--- config.mk ---
export PLATFORM = sky130hd
export DESIGN_NAME = tape_status_seq_flat
export DESIGN_NICKNAME = d
export VERILOG_FILES = /design/src/rtl/tape_ovl_pkg.sv /design/src/rtl/tape_status_seq_if.sv /design/src/rtl/tape_status_seq_peak_meter.sv /design/src/rtl/tape_status_seq.sv /design/src/flat_wrapper.sv
export SDC_FILE = /design/constraint.sdc
export NUM_CORES = 1
export LEC_CHECK = 0
export ABC_AREA = 1
export CORE_MARGIN = 3
export CORE_UTILIZATION = 45
export CTS_BUF_LIST = sky130_fd_sc_hd__clkbuf_16
export DETAILED_ROUTE_END_ITERATION = 10
export HOLD_SLACK_MARGIN = 0.1
export PLACE_DENSITY = 0.7
export SETUP_SLACK_MARGIN = 0.02
export SLEW_MARGIN = 20
export SYNTH_ARGS = -nofsm -noshare
export SYNTH_HDL_FRONTEND = slang
export SYNTH_SLANG_ARGS = --single-unit
export TNS_END_PERCENT = 100
--- constraint.sdc ---
create_clock -name i_clk -period 3.94 [get_ports i_clk]
set_clock_uncertainty 0.05 [all_clocks]
set_input_delay 0.788 -clock i_clk [delete_from_list [all_inputs] [get_ports i_clk]]
set_output_delay 0.788 -clock i_clk [all_outputs]
set_load 0.02 [all_outputs]
--- src/rtl/tape_ovl_pkg.sv ---
// Shared types and constants for the tape status overlay.
// Holds the sequencer state encoding, the default character codes and a saturating subtract.
package tape_ovl_pkg;

  typedef enum logic [2:0] {
    ST_IDLE   = 3'd0,
    ST_GEAR_L = 3'd1,
    ST_GEAR_R = 3'd2,
    ST_BAR    = 3'd3,
    ST_GAP    = 3'd4
  } seq_state_t;

  localparam logic [7:0] DEF_CH_GEAR_A = 8'h2A;
  localparam logic [7:0] DEF_CH_GEAR_B = 8'h96;
  localparam logic [7:0] DEF_CH_FULL   = 8'h7F;
  localparam logic [7:0] DEF_CH_EMPTY  = 8'hA6;

  function automatic logic [7:0] sat_sub8(input logic [7:0] a, input logic [7:0] b);
    return (a > b) ? (a - b) : 8'h00;
  endfunction

endpackage

--- src/rtl/tape_status_seq_if.sv ---
// Character-RAM write port between the status sequencer and the overlay's char RAM (port A).
// wr_ena qualifies wr_addr/wr_data for exactly one cycle; the RAM port always accepts, so there is no ready.
interface tape_status_seq_if #(
  parameter int ADDRW = 12
);
  logic             wr_ena;
  logic [ADDRW-1:0] wr_addr;
  logic [7:0]       wr_data;

  modport master (output wr_ena, wr_addr, wr_data);
  modport slave  (input  wr_ena, wr_addr, wr_data);
endinterface

--- src/rtl/tape_status_seq_peak_meter.sv ---
// Peak-hold level meter: captures the highest sample, holds it for HOLD_FRAMES frames,
// then decays by DECAY per frame. Updates only on frame_tick.
module tape_peak_meter
  import tape_ovl_pkg::*;
#(
  parameter int         HOLD_FRAMES = 30,
  parameter logic [7:0] DECAY       = 8'd2
) (
  input  logic       i_clk,
  input  logic       reset,
  input  logic       frame_tick,
  input  logic [7:0] tape_data,
  output logic [7:0] peak_level
);

  localparam int HW = $clog2(HOLD_FRAMES + 1);

  logic [HW-1:0] hold;

  always_ff @(posedge i_clk) begin
    if (reset) begin
      peak_level <= 8'h00;
      hold       <= '0;
    end else if (frame_tick) begin
      if (tape_data >= peak_level) begin
        peak_level <= tape_data;
        hold       <= HW'(HOLD_FRAMES);
      end else if (hold != '0) begin
        hold <= hold - HW'(1);
      end else begin
        peak_level <= sat_sub8(peak_level, DECAY);
      end
    end
  end

endmodule

--- src/rtl/tape_status_seq.sv ---
// Tape status overlay updater: tracks tape position into an NSEG-segment progress bar,
// animates two gears, and redraws them into char RAM through a single write port.
module tape_status_seq
  import tape_ovl_pkg::*;
#(
  parameter int         POSW        = 25,
  parameter int         NSEG        = 16,
  parameter int         ADDRW       = 12,
  parameter int         BAR_BASE    = 136,
  parameter int         GEAR_L_ADDR = 331,
  parameter int         GEAR_R_ADDR = 340,
  parameter logic [7:0] CH_GEAR_A   = DEF_CH_GEAR_A,
  parameter logic [7:0] CH_GEAR_B   = DEF_CH_GEAR_B,
  parameter logic [7:0] CH_FULL     = DEF_CH_FULL,
  parameter logic [7:0] CH_EMPTY    = DEF_CH_EMPTY,
  parameter int         HOLD_FRAMES = 30,
  parameter logic [7:0] DECAY       = 8'd2
) (
  input  logic                  i_clk,
  input  logic                  reset,
  input  logic                  ena,
  input  logic [POSW-1:0]       max,
  input  logic [POSW-1:0]       pos,
  input  logic [7:0]            tape_data,
  input  logic                  frame_tick,
  tape_status_seq_if.master     wr,
  output logic [$clog2(NSEG):0] blocks,
  output logic [7:0]            peak_level,
  output logic                  busy,
  output seq_state_t            dbg_state
);

  localparam int SEGW = $clog2(NSEG);
  localparam int BW   = SEGW + 1;

  // ---------------- position tracking ----------------
  logic [POSW-1:0] pos_r;
  logic [POSW-1:0] inc_pos;
  logic [POSW-1:0] increment;
  logic [POSW:0]   inc_next;
  logic            pos_chg;
  logic            pos_fwd;
  logic            pos_rew;
  logic            gear_phase;

  assign increment = max >> SEGW;
  assign pos_chg   = (pos != pos_r);
  assign pos_fwd   = (pos > pos_r);
  assign pos_rew   = (pos < pos_r) || (pos == '0);
  assign inc_next  = {1'b0, inc_pos} + (POSW + 1)'(1);

  always_ff @(posedge i_clk) begin
    if (reset) begin
      pos_r      <= '0;
      inc_pos    <= '0;
      blocks     <= '0;
      gear_phase <= 1'b0;
    end else begin
      pos_r <= pos;
      if (pos_chg) gear_phase <= ~gear_phase;
      // Rewind (or parking at zero) wins over a forward step.
      if (pos_rew) begin
        inc_pos <= '0;
        blocks  <= '0;
      end else if (pos_fwd) begin
        if (inc_next >= {1'b0, increment}) begin
          inc_pos <= '0;
          if (blocks != BW'(NSEG)) blocks <= blocks + BW'(1);
        end else begin
          inc_pos <= inc_next[POSW-1:0];
        end
      end
    end
  end

  // ---------------- redraw sequencer ----------------
  seq_state_t       state, state_nx;
  logic [SEGW-1:0]  seg, seg_nx;
  logic [BW-1:0]    blk_snap;
  logic             gear_snap;
  logic             dirty;
  logic             launch;
  logic             wr_ena_nx;
  logic [ADDRW-1:0] wr_addr_nx;
  logic [7:0]       wr_data_nx;

  function automatic logic [7:0] bar_code(input logic [SEGW-1:0] s, input logic [BW-1:0] n);
    return ({1'b0, s} < n) ? CH_FULL : CH_EMPTY;
  endfunction

  function automatic logic [ADDRW-1:0] bar_addr(input logic [SEGW-1:0] s);
    return ADDRW'(BAR_BASE) + ADDRW'(s);
  endfunction

  // The write strobe is decoded from the next state so the registered
  // outputs line up with the state that owns the write.
  always_comb begin
    state_nx   = state;
    seg_nx     = seg;
    launch     = 1'b0;
    wr_ena_nx  = 1'b0;
    wr_addr_nx = wr.wr_addr;
    wr_data_nx = wr.wr_data;
    case (state)
      ST_IDLE: begin
        if (dirty && ena) begin
          launch     = 1'b1;
          state_nx   = ST_GEAR_L;
          wr_ena_nx  = 1'b1;
          wr_addr_nx = ADDRW'(GEAR_L_ADDR);
          wr_data_nx = gear_phase ? CH_GEAR_A : CH_GEAR_B;
        end
      end
      ST_GEAR_L: begin
        state_nx   = ST_GEAR_R;
        wr_ena_nx  = 1'b1;
        wr_addr_nx = ADDRW'(GEAR_R_ADDR);
        wr_data_nx = gear_snap ? CH_GEAR_B : CH_GEAR_A;
      end
      ST_GEAR_R: begin
        state_nx   = ST_BAR;
        seg_nx     = '0;
        wr_ena_nx  = 1'b1;
        wr_addr_nx = bar_addr('0);
        wr_data_nx = bar_code('0, blk_snap);
      end
      ST_BAR: begin
        if (seg == SEGW'(NSEG - 1)) begin
          state_nx = ST_GAP;
        end else begin
          seg_nx     = seg + SEGW'(1);
          wr_ena_nx  = 1'b1;
          wr_addr_nx = bar_addr(seg + SEGW'(1));
          wr_data_nx = bar_code(seg + SEGW'(1), blk_snap);
        end
      end
      ST_GAP: begin
        state_nx = ST_IDLE;
      end
      default: begin
        state_nx = ST_IDLE;
      end
    endcase
  end

  always_ff @(posedge i_clk) begin
    if (reset) begin
      state      <= ST_IDLE;
      seg        <= '0;
      blk_snap   <= '0;
      gear_snap  <= 1'b0;
      dirty      <= 1'b1;
      busy       <= 1'b0;
      wr.wr_ena  <= 1'b0;
      wr.wr_addr <= '0;
      wr.wr_data <= 8'h00;
    end else begin
      state      <= state_nx;
      seg        <= seg_nx;
      busy       <= (state_nx != ST_IDLE);
      wr.wr_ena  <= wr_ena_nx;
      wr.wr_addr <= wr_addr_nx;
      wr.wr_data <= wr_data_nx;
      if (launch) begin
        blk_snap  <= blocks;
        gear_snap <= gear_phase;
      end
      // A change in the launch cycle is newer than the snapshot, so it must re-arm.
      if (pos_chg)     dirty <= 1'b1;
      else if (launch) dirty <= 1'b0;
    end
  end

  assign dbg_state = state;

  // ---------------- peak meter ----------------
  tape_peak_meter #(
    .HOLD_FRAMES (HOLD_FRAMES),
    .DECAY       (DECAY)
  ) u_peak (
    .i_clk      (i_clk),
    .reset      (reset),
    .frame_tick (frame_tick),
    .tape_data  (tape_data),
    .peak_level (peak_level)
  );

endmodule

--- src/flat_wrapper.sv ---
// flat-port wrapper written by rule: the top's interface ports become plain ports
module tape_status_seq_flat import tape_ovl_pkg::*;
#(
  parameter int         POSW        = 25,
  parameter int         NSEG        = 16,
  parameter int         ADDRW       = 12,
  parameter int         BAR_BASE    = 136,
  parameter int         GEAR_L_ADDR = 331,
  parameter int         GEAR_R_ADDR = 340,
  parameter logic [7:0] CH_GEAR_A   = DEF_CH_GEAR_A,
  parameter logic [7:0] CH_GEAR_B   = DEF_CH_GEAR_B,
  parameter logic [7:0] CH_FULL     = DEF_CH_FULL,
  parameter logic [7:0] CH_EMPTY    = DEF_CH_EMPTY,
  parameter int         HOLD_FRAMES = 30,
  parameter logic [7:0] DECAY       = 8'd2
)
  (i_clk, reset, ena, max, pos, tape_data, frame_tick, blocks, peak_level, busy, dbg_state, wr_wr_ena, wr_wr_addr, wr_wr_data);
  tape_status_seq_if #(.ADDRW(ADDRW)) wr_i ();
  input  logic i_clk;
  input  logic reset;
  input  logic ena;
  input  logic [POSW-1:0] max;
  input  logic [POSW-1:0] pos;
  input  logic [7:0] tape_data;
  input  logic frame_tick;
  output logic [$clog2(NSEG):0] blocks;
  output logic [7:0] peak_level;
  output logic busy;
  output seq_state_t dbg_state;
  output wire logic [$bits(wr_i.wr_ena)-1:0] wr_wr_ena;
  output wire logic [$bits(wr_i.wr_addr)-1:0] wr_wr_addr;
  output wire logic [$bits(wr_i.wr_data)-1:0] wr_wr_data;
  assign wr_wr_ena = wr_i.wr_ena;
  assign wr_wr_addr = wr_i.wr_addr;
  assign wr_wr_data = wr_i.wr_data;
  tape_status_seq #(.POSW(POSW), .NSEG(NSEG), .ADDRW(ADDRW), .BAR_BASE(BAR_BASE), .GEAR_L_ADDR(GEAR_L_ADDR), .GEAR_R_ADDR(GEAR_R_ADDR), .CH_GEAR_A(CH_GEAR_A), .CH_GEAR_B(CH_GEAR_B), .CH_FULL(CH_FULL), .CH_EMPTY(CH_EMPTY), .HOLD_FRAMES(HOLD_FRAMES), .DECAY(DECAY)) u_core (.i_clk(i_clk), .reset(reset), .ena(ena), .max(max), .pos(pos), .tape_data(tape_data), .frame_tick(frame_tick), .wr(wr_i), .blocks(blocks), .peak_level(peak_level), .busy(busy), .dbg_state(dbg_state));
endmodule
==> reports/results.tsv, run 1 <==
stage	metric	value	unit
outcome	status	completed	
clock_network	Root Driver	clkbuf_16	
synthesis	synth top area cells	dfxtp_1, ha_1, nand2_1	
routing	Vias	5483	
pwr	total power	2.69	mW
floorplanning	Initial Util	46.1	%
setup_path	delay-heaviest family, CP	simple AND/OR/NAND/NOR gates	
synthesis	yosys warns	0	
floorplanning	I/O pin cnt	100	
pwr	Seq pwr share	42.2	%
setup_path	WS Path Type	flop to flop	
clock_network	hold buffer count at cts	0	
synthesis	fraction of the mapped netlist area in adder cells	13.1	%
synthesis	commonest cells in the netlist	nand2_1, inv_1, dfxtp_1	
finish	number of diodes	0	
synthesis	largest family of logic cells by synthesized area	simple AND/OR/NAND/NOR gates	
global_routing	antenna violations before repair	0	
synthesis	ys flop type	dfxtp_1	
setup_path	CP cell instances	ha_1, nand2_2, nor3_2, nand4_1, nor3_1, xnor2_1, inv_1, ha_1, nand2_1, nor2_1, nand3b_1, nor2_1, nor2_1, nand3_1, nand2_1, nand3_4, nor2_4, buf_12, nand2_1, a21oi_1	
routing	vias per cell	4.81	
timing	max_slew headroom	53.5	%
run	Max-cap violations	0	
timing	final period utilization	85.0	%
routing	initial drt markers	265	
global_routing	gr ovfl total	0	
timing	RSZ-0062 raised after global routing	false	
place	GPL Wtd Cong	0.875	
routing	post-route antenna net violation count	0	
pwr	PD cells	359	mW/mm2
timing	Final min period	3.35	ns
pwr	Pint	1.83	mW
setup_path	maximum fanout along the worst path	21	
synthesis	area share of the largest cell type after synthesis	32.3	%
synthesis	simple-gate area share of the yosys netlist	27.5	%
clock_network	CTS tree	yes	
timing	final setup fails	0	
pwr	Clk network pwr share	30.5	%
pwr	Max rail drop VDD	0.216	mV
timing	Max Fclk	299	MHz
global_routing	first-pass GRT wire length	22.1	mm
floorplanning	Rows	42	
global_routing	vias in the first global route	4994	
finish	share of cells above drive strength 1	6.63	%
clock_network	Clk Latency, worst-skew pair	0.34	ns
setup_path	CP Buf/Inv Count	2	
clock_network	clk slew on worst S/H paths	0.07	ns
synthesis	Synth area leader	dfxtp_1	
setup_path	critical path's slowest cell	dfxtp_1	
finish	area grow syn2layout	22.4	%
global_routing	GRT Overall Usage	17.7	%
synthesis	most frequent cell after synthesis	nand2_1	
synthesis	Syn Area/Cell	7.05	um2
synthesis	area fraction in compound gates after synthesis	11.3	%
clock_network	Clock Sinks	99	
routing	wire length per cell	11.6	um
clock_network	post-cts sizing count	0	
pwr	Pleak	3.47	nW
min_path	worst hold path type	flop to flop	
timing	Tightest Pin Transition	0.696	ns
setup_path	CP required	4.15	ns
floorplanning	Die Width	123	um
timing	Slew Viols, Final	0	
synthesis	Async S/R FF share, synth	0	%
setup_path	Crit. End Element	flop	
synthesis	Post-synth EDFFs	0	
routing	TritonRoute pass-1 iters	4	
finish	fin area	0.00750	mm2
clock_network	Clock Path Buffers	2	
finish	Nets	1086	
setup_path	CP max stage delay	0.44	ns
clock_network	post-CTS setup buffers	0	
timing	setup_tns	0	ns
place	Post-DP HPWL	10.3	mm
place	DP Area	0.00722	mm2
floorplanning	Die Ht	123	um
synthesis	sequential share of the synthesized area	32.3	%
synthesis	mux contribution to synthesized area	0	%
setup_path	Startpoint Class	flop	
pwr	net switching fraction of the power	32.1	%
synthesis	Mapped Area	0.00613	mm2
clock_network	CTS buffer count	9	
floorplanning	die area	0.0151	mm2
clock_network	CTS H-Tree Depth	3	
finish	post-layout util	56.4	%
floorplanning	Core Area	0.0133	mm2
setup_path	crit path DAT	3.56	ns
routing	Total Wirelength	13.2	mm
global_routing	largest net degree at the start of global routing	27	
place	I/O Buffers	91	
routing	number of remaining DRC errors	0	
pwr	Switch Pwr	0.864	mW
timing	Final Hold Fails	0	
synthesis	Synth cell types	41	
synthesis	Mapped Cells	869	
synthesis	FF+latch count, synth	99	
pwr	Comb pwr share	27.3	%
synthesis	xor/xnor share of the synthesized area	4.14	%
## placed cells by master, fill, tap and decap left out, types with 15 or more instances in the layout
cell type and count:
nand4_1 23, dfxtp_1 99, nand2_2 15, nand3_1 36, nand2_1 176, clkdlybuf4s50_1 91, nor2_1 93, inv_1 156
a21oi_1 62, xor2_1 19, o21ai_0 27, ha_1 64
## worst register-to-register path, cell delays in order (launching register included)
cell and delay (ns):
dfxtp_1 0.44, ha_1 0.24, nand2_2 0.08, nor3_2 0.14, nand4_1 0.19, nor3_1 0.32
xnor2_1 0.17, inv_1 0.09, ha_1 0.27, nand2_1 0.12, nor2_1 0.05, nand3b_1 0.09
nor2_1 0.06, nor2_1 0.08, nand3_1 0.11, nand2_1 0.12, nand3_4 0.15, nor2_4 0.13
buf_12 0.18, nand2_1 0.07, a21oi_1 0.12
## cell families after synthesis
logic type	count (synthesis)
buf+inv	180
other cells	1
xor+xnor	29
flops	99
compound gates	119
simple gates	377
fa+ha+maj	64
## flip-flops by register name, summed over array words and instances, names as in the netlist, 3 cells and up
signal	cells
u_core.blk_snap	5
u_core.seg	4
u_core.u_peak.peak_level	8
u_core.inc_pos	25
u_core.dbg_state	3
u_core.wr.wr_data	7
u_core.blocks	5
u_core.pos_r	25
u_core.u_peak.hold	5
u_core.wr.wr_addr	7
## worst paths after layout
check / endpoint / slack [ns] / cells after the start / start
min: u_core.wr.wr_data[2]$_SDFFE_PP0P_ / 0.42 / 1 / u_core.wr.wr_data[2]$_SDFFE_PP0P_
max: u_core.inc_pos[5]$_SDFFE_PP0P_ / 0.59 / 20 / u_core.inc_pos[0]$_SDFFE_PP0P_
max reg2reg: u_core.inc_pos[5]$_SDFFE_PP0P_ / 0.59 / 20 / u_core.inc_pos[0]$_SDFFE_PP0P_
min reg2reg: u_core.wr.wr_data[2]$_SDFFE_PP0P_ / 0.42 / 1 / u_core.wr.wr_data[2]$_SDFFE_PP0P_
## final cells by class
cell class | count | area (um2)
clock buffer | 9 | 225
clock inverter | 7 | 53.8
fill | 1326 | 5790
inverter | 158 | 593
multi-input combinational | 593 | 3450
sequential | 99 | 1980
tap | 176 | 220
timing repair buffer | 99 | 983
## metrics by stage
| step | setup slack, ns | hold slack, ns | instances |
|---|---|---|---|
| after floorplan | 1.00 | 0.376 | 872 |
| after global placement | 0.602 | 0.396 | 1125 |
| after detailed placement | 0.577 | 0.407 | 1125 |
| after CTS | 0.542 | 0.418 | 1141 |
| after global routing | 0.114 | 0.438 | 1141 |
| final | 0.593 | 0.415 | 1141 |
## power by group through the flow
| stage | clock [mW] | combinational [mW] | sequential [mW] |
|---|---|---|---|
| 2_1_floorplan | 0 | 0.437 | 1.20 |
| 3_3_place_gp | 0 | 0.731 | 1.16 |
| 3_5_place_dp | 0 | 0.739 | 1.16 |
| 4_1_cts | 0.842 | 0.743 | 1.14 |
| 5_1_grt | 0.876 | 0.835 | 1.15 |
| 6_report | 0.821 | 0.735 | 1.14 |
## layer usage
metal / global-route usage [%] / up-vias / wire length (um)
met5: 0 / - / 0
met4: 5.88 / 0 / 227
met3: 1.94 / 23 / 472
met2: 29.6 / 103 / 6120
met1: 23.8 / 2417 / 6370
li1: - / 2940 / -
No activity file was read; power rests on OpenSTA's default activity.
==> run 2, diff against run 1 <==
==> constraint.sdc (replaced) <==
create_clock -name i_clk -period 3.4 [get_ports i_clk]
set_clock_uncertainty 0.05 [all_clocks]
set_input_delay 0.68 -clock i_clk [delete_from_list [all_inputs] [get_ports i_clk]]
set_output_delay 0.68 -clock i_clk [all_outputs]
set_load 0.02 [all_outputs]
==> run 2 against run 1 <==
Sequential power up 16%. Critical path depth unchanged. Utilization up 1.9 points. Cell count grew 1.1%. Critical endpoint is now u_core.inc_pos[2]$_SDFFE_PP0P_. Maximum frequency increased by 4.9%. Via count grew 1.5%. Global-route usage grew 0.23 points. Register-to-register slack worse by 0.38 ns. Wire length up 3.1%. Highest routed layer unchanged. Count of clock-buffer cells in the layout did not move. First-iteration DRC count fell by 5.7%. Final area is 3.3% higher.
==> reports/results.tsv, run 2 (synthesis results as in run 1) <==
stage	metric	value	unit
outcome	status	completed	
setup_path	Crit. End Element	flop	
global_routing	met2 Usage GRT	29.3	%
finish	commonest non-fill, non-tap cell in the layout	nand2_1	
global_routing	GR peak layer	met2	
timing	RSZ-0062 raised after global routing	true	
clock_network	Clock Path Buffers	2	
floorplanning	Initial Util	46.1	%
floorplanning	I/O pin cnt	100	
global_routing	vias in the first global route	4924	
setup_path	WS Path Type	flop to flop	
routing	Total Wirelength	13.6	mm
setup_path	Crit Reg-Reg Startpoint	u_core.inc_pos[1]$_SDFFE_PP0P_	
setup_path	crit path DAT	3.43	ns
timing	worst setup margin	0.210	ns
place	I/O Buffers	91	
routing	post-route antenna net violation count	0	
global_routing	met1 GRT Util	23.9	%
routing	vias per cell	4.83	
place	pre-CTS setup slack	0.109	ns
min_path	worst hold path type	flop to flop	
floorplanning	Core Area	0.0133	mm2
routing	TritonRoute pass-1 iters	5	
place	GPL Wtd Cong	0.873	
routing	number of remaining DRC errors	0	
setup_path	CP required	3.64	ns
setup_path	maximum fanout along the worst path	5	
clock_network	clk slew on worst S/H paths	0.06	ns
finish	number of diodes	0	
place	Post-DP HPWL	10.4	mm
timing	Slew Viols, Final	0	
finish	# fillers	1263	
setup_path	reg2reg path depth	20	
finish	share of cells above drive strength 1	9.93	%
floorplanning	Die Ht	123	um
min_path	worst hold start	u_core.u_peak.hold[0]$_SDFFE_PP0P_	
global_routing	gr ovfl total	0	
clock_network	Clock Sinks	99	
routing	wire length per cell	11.8	um
global_routing	M3 GR Usage	2.30	%
finish	post-layout util	58.3	%
floorplanning	Rows	42	
routing	initial drt markers	250	
timing	Max Fclk	313	MHz
min_path	Hold Crit Endpoint	u_core.u_peak.hold[0]$_SDFFE_PP0P_	
clock_network	CTS tree	yes	
pwr	PD cells	404	mW/mm2
setup_path	Worst R2R End	u_core.inc_pos[2]$_SDFFE_PP0P_	
clock_network	Clk Latency, worst-skew pair	0.35	ns
floorplanning	Die Width	123	um
run	Max-cap violations	0	
timing	final setup fails	0	
clock_network	CTS H-Tree Depth	3	
finish	Largest regs	u_core.inc_pos: 25 flops, u_core.pos_r: 25 flops, u_core.u_peak.peak_level: 8 flops	
clock_network	hold buffer count at cts	0	
global_routing	GRT Overall Usage	17.9	%
finish	register area	0.00199	mm2
clock_network	Root Driver	clkbuf_16	
global_routing	antenna violations before repair	0	
floorplanning	die area	0.0151	mm2
pwr	Pleak	3.62	nW
finish	area grow syn2layout	26.5	%
routing	Vias	5567	
finish	area occupied by multi-input gates	0.00356	mm2
timing	max_slew headroom	66.8	%
global_routing	first-pass GRT wire length	22.1	mm
finish	Nets	1099	
global_routing	largest net degree at the start of global routing	31	
pwr	Max rail drop VDD	0.253	mV
clock_network	CTS buffer count	9	
setup_path	Startpoint Class	flop	
setup_path	CP startpoint	u_core.inc_pos[1]$_SDFFE_PP0P_	
timing	Tightest Pin Transition	0.492	ns
timing	final period utilization	93.8	%
timing	Final Hold Fails	0	
finish	most frequent cells in the layout	nand2_1, inv_1, dfxtp_1	
min_path	hold depth	1	
setup_path	R2R Setup Slk	0.21	ns
timing	Final min period	3.19	ns
run 2: changes by cell type in the layout (fill, tap and decap cells not counted), moves of 2 or more:
cell	delta
ha_1	-2
a21oi_2	+8
buf_4	+9
nand2_1	-8
clkbuf_16	+2
ha_4	+2
clkinv_2	+2
clkinv_4	-2
nand2_4	+5
nand2_2	+3
dfxtp_1	-2
a21oi_1	-8
run 2: where the power goes:
part	total, mW	switching [mW]	internal, mW
Combinational	0.902	0.502	0.400
Clock	0.912	0.427	0.485
Sequential	1.32	0.0652	1.25
Total	3.13	0.994	2.14
run 2: through the flow:
stage               instances   TNS, ns  total power [mW]  area, um2  hold slack (ns)
finish                   1153         0              3.13       7750            0.407
global route             1153  -0.00188              3.33       7750            0.431
CTS                      1144         0              3.13       7530            0.412
detailed placement       1129         0              2.22       7270            0.402
global placement         1129         0              2.20       7270            0.399
floorplan                 872         0              1.90       6140            0.376
run 2: repair_timing:
item,4_1_cts,5_1_grt
buffers inserted,0,6
gates resized for setup,0,30
setup endpoints to repair,0,26
run 2: cell type report:
class,instances,share of cell area [%]
repair buffers,112,14.6
inverters,158,7.65
clock buffers,9,2.91
flip-flops and latches,99,25.6
multi-input cells,593,45.9
clock inverters,6,0.436
well taps,176,2.84
run 2: worst max-delay path by stage:
stage	end	slack, ns
after floorplan	u_core.inc_pos[15]$_SDFFE_PP0P_	0.46
after global placement	u_core.inc_pos[11]$_SDFFE_PP0P_	0.20
after detailed placement	u_core.inc_pos[2]$_SDFFE_PP0P_	0.11
after CTS	u_core.inc_pos[2]$_SDFFE_PP0P_	0.11
after global routing	u_core.inc_pos[2]$_SDFFE_PP0P_	-0.002
final	u_core.inc_pos[2]$_SDFFE_PP0P_	0.21
run 2: worst max-delay path, stage by stage, from the launching register on:
cell	delay (ns)
dfxtp_4	0.37
ha_4	0.15
nand2_4	0.06
nor3_4	0.21
nand4_1	0.20
nor3_2	0.28
xnor2_1	0.16
inv_1	0.10
ha_4	0.23
nand2_4	0.08
nor2_2	0.03
nand3b_1	0.09
nor2_1	0.06
nor2_1	0.10
nand3_1	0.12
nand2_2	0.10
nand3_4	0.08
nor2_4	0.26
clkbuf_16	0.22
nand2_4	0.04
a21oi_2	0.13
run 2: per-layer routing:
metal | part of all wire [%] | vias to the layer above
li1 | - | 2979
met1 | 48 | 2462
met2 | 46 | 110
met3 | 4.4 | 16
met4 | 2.0 | 0
met5 | 0 | -
